## src/rtl/fetch_queue_multi_if.sv

```systemverilog
// Fetch-stage bundle: I-cache/memory request side, decoder drain side and redirect inputs.
// master = fetch stage, slave = surrounding pipeline/memory.
interface fetch_queue_multi_if #(
  parameter int FETCH_WIDTH = 2,
  parameter int ADDR_W      = 32,
  parameter int INST_W      = 32
);
  logic                                 rdy;
  logic                                 reqEn;
  logic [FETCH_WIDTH*ADDR_W-1:0]        reqAddr;
  logic [FETCH_WIDTH-1:0]               cacheHit;
  logic [FETCH_WIDTH*INST_W-1:0]        cacheInst;
  logic                                 memValid;
  logic [INST_W-1:0]                    memInst;
  logic [$clog2(FETCH_WIDTH+1)-1:0]     deqNum;
  logic [FETCH_WIDTH-1:0]               decValid;
  logic [FETCH_WIDTH*ADDR_W-1:0]        decPC;
  logic [FETCH_WIDTH*INST_W-1:0]        decInst;
  logic                                 bjResolved;
  logic [ADDR_W-1:0]                    bjTarget;
  logic                                 mistaken;
  logic [ADDR_W-1:0]                    trueAddr;

  modport master (
    input  rdy,
    output reqEn, reqAddr,
    input  cacheHit, cacheInst, memValid, memInst,
    input  deqNum,
    output decValid, decPC, decInst,
    input  bjResolved, bjTarget, mistaken, trueAddr
  );

  modport slave (
    output rdy,
    input  reqEn, reqAddr,
    output cacheHit, cacheInst, memValid, memInst,
    output deqNum,
    input  decValid, decPC, decInst,
    output bjResolved, bjTarget, mistaken, trueAddr
  );
endinterface

```

## src/rtl/fetch_queue_multi.sv

```systemverilog
// Superscalar fetch stage feeding a circular {pc, inst} queue drained by the decoder.
// Optional static JAL / backward-branch prediction: define FETCH_STATIC_PRED_EN.
module fetch_queue_multi #(
  parameter int FETCH_WIDTH = 2,
  parameter int QUEUE_DEPTH = 8,
  parameter int ADDR_W      = 32,
  parameter int INST_W      = 32
) (
  input logic                clk,
  input logic                rst,
  fetch_queue_multi_if.master bus
);
  localparam int K_W   = $clog2(FETCH_WIDTH + 1);
  localparam int PTR_W = $clog2(QUEUE_DEPTH);
  localparam int CNT_W = $clog2(QUEUE_DEPTH + 1);

  typedef enum logic [1:0] {IDLE, FETCH, WAIT_BJ} state_t;

  state_t            state, state_nxt;
  logic [ADDR_W-1:0] pc, pc_nxt;
  logic [PTR_W-1:0]  head, tail;
  logic [CNT_W-1:0]  count;

  logic [ADDR_W-1:0] q_pc   [QUEUE_DEPTH];
  logic [INST_W-1:0] q_inst [QUEUE_DEPTH];

  logic              req_en;
  logic [ADDR_W-1:0] lane_pc   [FETCH_WIDTH];
  logic [INST_W-1:0] lane_inst [FETCH_WIDTH];
  logic [K_W-1:0]    acc_k, deq_k;
  logic              bj_hit;
  logic              scan_stop;

`ifdef FETCH_STATIC_PRED_EN
  localparam logic [6:0] OP_JAL    = 7'b1101111;
  localparam logic [6:0] OP_BRANCH = 7'b1100011;
  logic [ADDR_W-1:0] bj_pc, j_imm, b_imm, pred_target;
  logic [INST_W-1:0] bj_inst;
  logic              pred_taken;
`endif

  // Free-slot guard uses the registered count only, so a full queue can never overflow.
  assign req_en = (state == FETCH)
               && (count <= CNT_W'(QUEUE_DEPTH - FETCH_WIDTH))
               && !bus.mistaken;

  // Lane 0 takes the memory instruction whenever the cache missed on it.
  always_comb begin
    for (int i = 0; i < FETCH_WIDTH; i++) begin
      lane_pc[i]   = pc + ADDR_W'(4 * i);
      lane_inst[i] = bus.cacheInst[i*INST_W +: INST_W];
    end
    if (!bus.cacheHit[0]) lane_inst[0] = bus.memInst;
  end

  // NOTE: every always_comb output gets a default first, so no path can infer a latch.
  always_comb begin
    acc_k     = '0;
    bj_hit    = 1'b0;
    scan_stop = 1'b0;
`ifdef FETCH_STATIC_PRED_EN
    bj_pc     = '0;
    bj_inst   = '0;
`endif
    if (req_en) begin
      if (bus.cacheHit[0]) begin
        // NOTE: blocking '=' in combinational logic: later iterations must see scan_stop
        // as updated by earlier ones within the same evaluation.
        for (int i = 0; i < FETCH_WIDTH; i++) begin
          if (!scan_stop) begin
            if (bus.cacheHit[i]) begin
              acc_k = K_W'(i + 1);
              if (lane_inst[i][6]) begin
                scan_stop = 1'b1;
                bj_hit    = 1'b1;
`ifdef FETCH_STATIC_PRED_EN
                bj_pc     = lane_pc[i];
                bj_inst   = lane_inst[i];
`endif
              end
            end else begin
              scan_stop = 1'b1;
            end
          end
        end
      end else if (bus.memValid) begin
        acc_k  = K_W'(1);
        bj_hit = lane_inst[0][6];
`ifdef FETCH_STATIC_PRED_EN
        bj_pc   = lane_pc[0];
        bj_inst = lane_inst[0];
`endif
      end
    end
  end

`ifdef FETCH_STATIC_PRED_EN
  always_comb begin
    j_imm = {{(ADDR_W-21){bj_inst[31]}}, bj_inst[31], bj_inst[19:12], bj_inst[20],
             bj_inst[30:21], 1'b0};
    b_imm = {{(ADDR_W-13){bj_inst[31]}}, bj_inst[31], bj_inst[7], bj_inst[30:25],
             bj_inst[11:8], 1'b0};
    pred_taken  = bj_hit && ((bj_inst[6:0] == OP_JAL)
                          || ((bj_inst[6:0] == OP_BRANCH) && bj_inst[31]));
    pred_target = (bj_inst[6:0] == OP_JAL) ? bj_pc + j_imm : bj_pc + b_imm;
  end
`endif

  assign deq_k = (CNT_W'(bus.deqNum) > count) ? K_W'(count) : bus.deqNum;

  always_comb begin
    state_nxt = state;
    pc_nxt    = pc;
    if (bus.mistaken) begin
      state_nxt = FETCH;
      pc_nxt    = bus.trueAddr;
    end else begin
      case (state)
        IDLE:    state_nxt = FETCH;
        FETCH: begin
          if (acc_k != '0) begin
            pc_nxt = pc + (ADDR_W'(acc_k) << 2);
            if (bj_hit) state_nxt = WAIT_BJ;
`ifdef FETCH_STATIC_PRED_EN
            if (pred_taken) begin
              pc_nxt    = pred_target;
              state_nxt = FETCH;
            end
`endif
          end
        end
        WAIT_BJ: begin
          if (bus.bjResolved) begin
            pc_nxt    = bus.bjTarget;
            state_nxt = FETCH;
          end
        end
        default: state_nxt = IDLE;
      endcase
    end
  end

  // NOTE: sequential state uses non-blocking '<=' so every register samples pre-edge values.
  always_ff @(posedge clk) begin
    if (rst) begin
      state <= IDLE;
      pc    <= '0;
      head  <= '0;
      tail  <= '0;
      count <= '0;
    end else if (bus.rdy) begin
      state <= state_nxt;
      pc    <= pc_nxt;
      if (bus.mistaken) begin
        head  <= '0;
        tail  <= '0;
        count <= '0;
      end else begin
        head  <= head + PTR_W'(deq_k);
        tail  <= tail + PTR_W'(acc_k);
        count <= count + CNT_W'(acc_k) - CNT_W'(deq_k);
      end
    end
  end

  // NOTE: the storage array is deliberately not reset; count alone decides which slots are valid.
  always_ff @(posedge clk) begin
    if (!rst && bus.rdy) begin
      for (int i = 0; i < FETCH_WIDTH; i++) begin
        if (K_W'(i) < acc_k) begin
          q_pc[tail + PTR_W'(i)]   <= lane_pc[i];
          q_inst[tail + PTR_W'(i)] <= lane_inst[i];
        end
      end
    end
  end

  assign bus.reqEn = req_en;

  always_comb begin
    bus.reqAddr  = '0;
    bus.decValid = '0;
    bus.decPC    = '0;
    bus.decInst  = '0;
    for (int i = 0; i < FETCH_WIDTH; i++) begin
      bus.reqAddr[i*ADDR_W +: ADDR_W] = lane_pc[i];
      bus.decValid[i]                 = !bus.mistaken && (CNT_W'(i) < count);
      bus.decPC[i*ADDR_W +: ADDR_W]   = q_pc[head + PTR_W'(i)];
      bus.decInst[i*INST_W +: INST_W] = q_inst[head + PTR_W'(i)];
    end
  end
endmodule

```

## src/flat_wrapper.sv

```systemverilog
// flat-port wrapper written by rule: the top's interface ports become plain ports
module fetch_queue_multi_flat 
#(
  parameter int FETCH_WIDTH = 2,
  parameter int QUEUE_DEPTH = 8,
  parameter int ADDR_W      = 32,
  parameter int INST_W      = 32
)
  (clk, rst, bus_rdy, bus_reqEn, bus_reqAddr, bus_cacheHit, bus_cacheInst, bus_memValid, bus_memInst, bus_deqNum, bus_decValid, bus_decPC, bus_decInst, bus_bjResolved, bus_bjTarget, bus_mistaken, bus_trueAddr);
  fetch_queue_multi_if #(.FETCH_WIDTH(FETCH_WIDTH), .ADDR_W(ADDR_W), .INST_W(INST_W)) bus_i ();
  input logic clk;
  input logic rst;
  input wire logic [$bits(bus_i.rdy)-1:0] bus_rdy;
  output wire logic [$bits(bus_i.reqEn)-1:0] bus_reqEn;
  output wire logic [$bits(bus_i.reqAddr)-1:0] bus_reqAddr;
  input wire logic [$bits(bus_i.cacheHit)-1:0] bus_cacheHit;
  input wire logic [$bits(bus_i.cacheInst)-1:0] bus_cacheInst;
  input wire logic [$bits(bus_i.memValid)-1:0] bus_memValid;
  input wire logic [$bits(bus_i.memInst)-1:0] bus_memInst;
  input wire logic [$bits(bus_i.deqNum)-1:0] bus_deqNum;
  output wire logic [$bits(bus_i.decValid)-1:0] bus_decValid;
  output wire logic [$bits(bus_i.decPC)-1:0] bus_decPC;
  output wire logic [$bits(bus_i.decInst)-1:0] bus_decInst;
  input wire logic [$bits(bus_i.bjResolved)-1:0] bus_bjResolved;
  input wire logic [$bits(bus_i.bjTarget)-1:0] bus_bjTarget;
  input wire logic [$bits(bus_i.mistaken)-1:0] bus_mistaken;
  input wire logic [$bits(bus_i.trueAddr)-1:0] bus_trueAddr;
  assign bus_i.rdy = bus_rdy;
  assign bus_reqEn = bus_i.reqEn;
  assign bus_reqAddr = bus_i.reqAddr;
  assign bus_i.cacheHit = bus_cacheHit;
  assign bus_i.cacheInst = bus_cacheInst;
  assign bus_i.memValid = bus_memValid;
  assign bus_i.memInst = bus_memInst;
  assign bus_i.deqNum = bus_deqNum;
  assign bus_decValid = bus_i.decValid;
  assign bus_decPC = bus_i.decPC;
  assign bus_decInst = bus_i.decInst;
  assign bus_i.bjResolved = bus_bjResolved;
  assign bus_i.bjTarget = bus_bjTarget;
  assign bus_i.mistaken = bus_mistaken;
  assign bus_i.trueAddr = bus_trueAddr;
  fetch_queue_multi #(.FETCH_WIDTH(FETCH_WIDTH), .QUEUE_DEPTH(QUEUE_DEPTH), .ADDR_W(ADDR_W), .INST_W(INST_W)) u_core (.clk(clk), .rst(rst), .bus(bus_i));
endmodule
```

## config.mk

```make
export PLATFORM = sky130hd
export DESIGN_NAME = fetch_queue_multi_flat
export DESIGN_NICKNAME = d
export VERILOG_FILES = /design/src/rtl/fetch_queue_multi_if.sv /design/src/rtl/fetch_queue_multi.sv /design/src/flat_wrapper.sv
export SDC_FILE = /design/constraint.sdc
export NUM_CORES = 1
export LEC_CHECK = 0
export ABC_AREA = 1
export CAP_MARGIN = 25
export CORE_UTILIZATION = 35
export DETAILED_ROUTE_END_ITERATION = 8
export GPL_ROUTABILITY_DRIVEN = 0
export SLEW_MARGIN = 40
export SYNTH_ARGS = -nofsm -noshare
export SYNTH_HDL_FRONTEND = slang
export SYNTH_SLANG_ARGS = --single-unit
```

## constraint.sdc

```tcl
create_clock -name clk -period 9.8 [get_ports clk]
set_clock_uncertainty 0.15 [all_clocks]
set_input_delay 1.47 -clock clk [delete_from_list [all_inputs] [get_ports clk]]
set_output_delay 1.47 -clock clk [all_outputs]
set_load 0.05 [all_outputs]
```

Word level (Yosys, flattened, before mapping)
Memories as Yosys holds them, arrays and structs flattened. A register that Yosys moved wholly into a read port is not among the register bits.
Cells that the tools add are included.
{ "word_totals": {"regBits": 44, "latch_bits": 0, "mem_bits_rw": 512, "romBits": 0, "inputBits": 170, "out_inout_bits": 195, "memories": 2} }
{ "memory_table": {"columns": ["name", "words", "width", "read_ports", "rd_clocked_by_memory_dff", "write_ports", "line_no", "rtl"], "rows": [
  ["u_core.q_inst", 8, 32, 2, 1, 2, "fetch_queue_multi.sv:25", "logic [INST_W-1:0] q_inst [QUEUE_DEPTH];"],
  ["u_core.q_pc", 8, 32, 2, 1, 2, "fetch_queue_multi.sv:24", "logic [ADDR_W-1:0] q_pc [QUEUE_DEPTH];"]
]} }
{ "op_classes": {"add_sub_neg": 8, "multipliers": 0, "n_div": 0, "magnitude_cmp": 6, "eq_ne": 5, "shift": 0, "muxes": 38, "bitwise": 0, "n_reduce_logical": 12} }
{ "op_table": {"columns": ["op", "count"], "rows": [
  ["32-bit two-way mux", 4],
  ["32-bit case mux with 2 select lines", 1],
  ["32-bit by 3-bit adder with 32-bit output, second input constant", 1],
  ["32-bit by 4-bit adder with 32-bit output", 1],
  ["2-bit two-way mux", 9],
  ["3-bit two-way mux", 6],
  ["1-bit two-way mux", 16],
  ["1-bit by 4-bit < comparator with 1-bit output, first input constant", 2],
  ["4-bit AND reduction", 2],
  ["3-bit by 1-bit adder with 3-bit output, second input constant", 2],
  ["3-bit by 2-bit adder with 3-bit output", 2],
  ["3-bit != test, second input constant", 2],
  ["2-bit case mux with 3 select lines", 1],
  ["1-bit logical AND", 5],
  ["4-bit by 2-bit adder with 4-bit output", 1],
  ["2-bit by 4-bit greater-than comparator with 1-bit output", 1],
  ["4-bit by 3-bit less-or-equal comparator with 1-bit output, second input constant", 1],
  ["1-bit by 2-bit < comparator with 1-bit output, first input constant", 2],
  ["4-bit two-way mux", 1],
  ["4-bit by 2-bit subtractor with 4-bit output", 1],
  ["3-bit by 2-bit != test with 1-bit output, second input constant", 1],
  ["3-bit nonzero test", 1],
  ["2-bit by 1-bit equality test with 1-bit output, second input constant", 1],
  ["2-bit equality test, second input constant", 1],
  ["other kinds (3)", 4]
]} }

Longest topological paths before layout
{ "depth": {"depth_word": 11, "mapped_depth": 20, "ltp_nobuf": 18} }

Worst setup path before layout
OpenSTA, ideal clock, no wires.
{ "synth_timing": {"kind": "input port to flip-flop", "startpoint": "in bus_mistaken", "endpoint": "mem u_core.q_inst[6][0] (enable)", "t_arrival_ps": 6815, "required_ps": 9069, "slack_ps": 2253, "stages": 7, "n_path_buf": 0, "cell_sequence": "inv_2 > nand3_1 > nor2_2 > nand2_2 > a21oi_1 > nand2_1 > o31ai_1"} }
{ "synth_lines": {"columns": ["element", "line_no", "rtl"], "rows": [
  ["from (decl)", "flat_wrapper.sv:26", "input wire logic [$bits(bus_i.mistaken)-1:0] bus_mistaken;"],
  ["to (decl)", "fetch_queue_multi.sv:25", null]
]} }

==> impl_metrics.tcl <==
set metrics [dict create \
    die-area_mm2 0.0983 \
    fp.dieW_um 314 \
    synth_nets 4471 \
    htree_levels 3 \
    cts-resized-gates 0 \
    rsz0062_at_grt "no" \
    rows 113 \
    relSlewSlack_pct 42.6 \
    slowest_delay_ns 0.93 \
    cp-endpoint "bus_decPC[12]" \
    path_clk_slew_ns 0.05 \
    cts_max_path_buffers 3 \
    yosys_warnings 0 \
    grt_overflow 0 \
    hold_viol 0 \
    whs_ns 0.359 \
    cp_cell_sequence "buf_6 -> buf_6 -> o21ai_0 -> o21ai_0 -> a21oi_1 -> a31oi_1 -> clkdlybuf4s50_1" \
    core_area_mm2 0.0956 \
    crit_buf_inv 3 \
    place_ws_ns 3.81 \
    fin_setup_tns_ns 0 \
    crit_cells 7 \
    cts_root_buf "clkbuf_16" \
    drtAntennaViolNets 0 \
    numClockSinks 559 \
    fin_crit_ns 6.26 \
    nets 4595 \
    setup_ws_ns 3.54 \
    place.port_buffers 364 \
    worst-path-max-fanout 93 \
    grt_pass1_vias 29755 \
    wire_per_inst_um 21.8 \
    endpoint_kind "output port" \
    gr-usage-met3_pct 4.29 \
    worstSetupPathType "register to output port" \
    cts_setup_buffers 0 \
    status "complete, no violations" \
    synthCells 4281 \
    syn_area_per_cell_um2 7.93 \
    reg2reg_from "u_core.tail[0]$_SDFFE_PP0P_" \
    synth_seq_cells 559 \
    die_y_um 314 \
    dr.pass1.iters 6 \
    power_density_mw_per_mm2 172 \
    drtIter0Drc 3606 \
    crit_arrival_ns 4.64 \
    insertion_delay_ns 0.63 \
    initial_utilization_pct 35.5 \
    num_vias 31949 \
    finalPower_w 0.00696 \
    layout-drive-gt1-share_pct 5.05 \
    cp_slowest_cell "clkdlybuf4s50_1" \
    use_met1_pct 33.8 \
    top_usage_layer "met2" \
    critPathTopFamily "buffers and inverters" \
    ios 365 \
    min_path_type "register to register" \
    rrSetupSlack_ns 6.13 \
    use_met2_pct 39.3 \
    required_ns 8.18 \
    grt_max_degree 133 \
    final_area_mm2 0.0405 \
    synth-seq-area-share_pct 48.0 \
    leakagePower_nw 13.6 \
    worstMarginPinSlew_ns 0.862 \
    maxCapViolations 0 \
    numCtsBuffers 69 \
    max_clock_freq_mhz 160 \
    period_share_pct 63.9 \
    grt_antenna_before_repair 2 \
    synth_area_mm2 0.0340 \
    vdd.ir_drop.worst_mv 0.130 \
    dpl-instance-area_mm2 0.0381 \
    hpwl_mm 75.7 \
    drcViolationCount 0 \
    grt_pass1_wl_mm 185 \
    worst_setup_path_start_kind "register" \
    finalMaxSlewViolations 0 \
    hold_buffers 0 \
    drt_wl_total_mm 125 \
    r2r_cells 10 \
    areaGrowthSynthToFinish_pct 19.2 \
    synth_cell_types 39 \
    grt_use_total_pct 24.6 \
    reg2reg_to "u_core.q_inst[2][23]$_DFFE_PP_" \
    via_per_inst 5.58 \
    cts_tree "built" \
    setup_viol 0 \
]
per-layer routing:
layer	wire [um]	up-vias
met2	56900	1688
met4	3330	2
li1	-	15037
met1	52700	15009
met3	11800	213
met5	13	-
area by class of cell:
| type | instances | area [um2] |
|---|---|---|
| multi-input cells | 3051 | 15000 |
| fillers | 9389 | 55100 |
| well taps | 1265 | 1580 |
| inverters | 303 | 1160 |
| clock buffers | 87 | 1820 |
| clock inverters | 38 | 439 |
| repair buffers | 421 | 4220 |
| diodes | 1 | 2.50 |
| flip-flops and latches | 559 | 16300 |
state kept, by name (all words and copies together), names as in the netlist, named ones only:
register	cells
u_core.q_inst	256
u_core.q_pc	256
u_core.pc	32
u_core.count	4
u_core.head	3
u_core.tail	3
u_core.state	2
per-stage QoR:
stage / util [%] / instances
after global placement: 39.7 / 5593
final: 42.4 / 5725
after CTS: 42.2 / 5720
after floorplan: - / 4281
after global routing: 42.4 / 5725
after detailed placement: 39.9 / 5595
placed cells by master, fill, tap and decap left out, types with 5 or more instances in the layout:
cell type / netlist / final
clkinv_1: 14 / 25
o21ai_4: 0 / 6
xor2_2: 3 / 15
nor2_4: 8 / 8
buf_6: 28 / 19
clkdlybuf4s50_1: 0 / 363
clkbuf_16: 0 / 70
fa_1: 5 / 5
o21ai_1: 34 / 34
inv_1: 282 / 279
nor2_1: 360 / 359
mux2i_1: 31 / 24
inv_2: 7 / 5
nand2_1: 866 / 866
or2_2: 6 / 6
buf_4: 34 / 32
bufinv_16: 0 / 7
clkbuf_1: 204 / 17
o211ai_1: 70 / 70
nor3_1: 11 / 11
ha_1: 15 / 14
mux2i_2: 0 / 7
dfxtp_1: 47 / 42
a21oi_1: 383 / 383
o21ai_0: 1014 / 1008
a31oi_1: 132 / 132
edfxtp_1: 512 / 512
xor2_1: 35 / 22
nand3_1: 54 / 54
clkinv_2: 0 / 10
synthesized netlist by cell type (all sizes together):
master | instances | area share (%)
a2bb2oi | 2 | 0.052
or2 | 6 | 0.11
a31oi | 132 | 2.4
clkinv | 14 | 0.15
o221ai | 1 | 0.026
dfxtp | 47 | 2.8
buf | 163 | 3.0
nand3 | 57 | 0.88
clkbuf | 205 | 2.3
o21ai | 1048 | 15
ha | 15 | 0.55
xor2 | 38 | 1.0
mux2i | 31 | 0.91
nand4 | 3 | 0.055
xnor2 | 2 | 0.052
edfxtp | 512 | 45
inv | 289 | 3.2
o211ai | 70 | 1.5
nand2 | 869 | 9.6
o31ai | 2 | 0.044
fa | 5 | 0.29
o21a | 3 | 0.066
nor3 | 11 | 0.16
a21oi | 383 | 5.6
a21o | 1 | 0.022
nor2 | 370 | 4.3
o21bai | 2 | 0.044
report_power, final:
| group | switching [W] | leakage (nW) | internal [W] | total [W] |
|---|---|---|---|---|
| clock network | 0.00107 | 1.09 | 0.00151 | 0.00258 |
| registers | 0.0000471 | 5.04 | 0.00263 | 0.00268 |
| logic | 0.00118 | 7.46 | 0.000511 | 0.00170 |
| total | 0.00230 | 13.6 | 0.00466 | 0.00696 |
cells by family after synthesis:
family / share of synthesized area (%)
xor gates and xnor gates: 1.10
muxes: 0.914
adders and majority gates: 0.847
DFF: 48.0
buffers and inverters: 8.66
and+or+nand+nor: 15.1
AOI/OAI and AO/OA: 25.3
tightest hold or removal path: cells and delay by family (launching register included):
family	cells	cell delay (ns)
DFF	1	0.33
and+or+nand+nor	1	0.07
AOI/OAI and AO/OA	1	0.06
worst min path at each step:
stage                                  from                            to  slack [ns]  cells after the start
6_report       u_core.count[0]$_SDFFE_PP0P_  u_core.count[0]$_SDFFE_PP0P_        0.36                      2
5_1_grt        u_core.count[0]$_SDFFE_PP0P_  u_core.count[0]$_SDFFE_PP0P_        0.38                      2
4_1_cts        u_core.count[0]$_SDFFE_PP0P_  u_core.count[0]$_SDFFE_PP0P_        0.35                      2
3_5_place_dp   u_core.count[0]$_SDFFE_PP0P_  u_core.count[0]$_SDFFE_PP0P_        0.35                      2
3_3_place_gp   u_core.count[0]$_SDFFE_PP0P_  u_core.count[0]$_SDFFE_PP0P_        0.33                      2
2_1_floorplan  u_core.count[0]$_SDFFE_PP0P_  u_core.count[0]$_SDFFE_PP0P_        0.31                      2
Power figures use the tool's default switching activity.
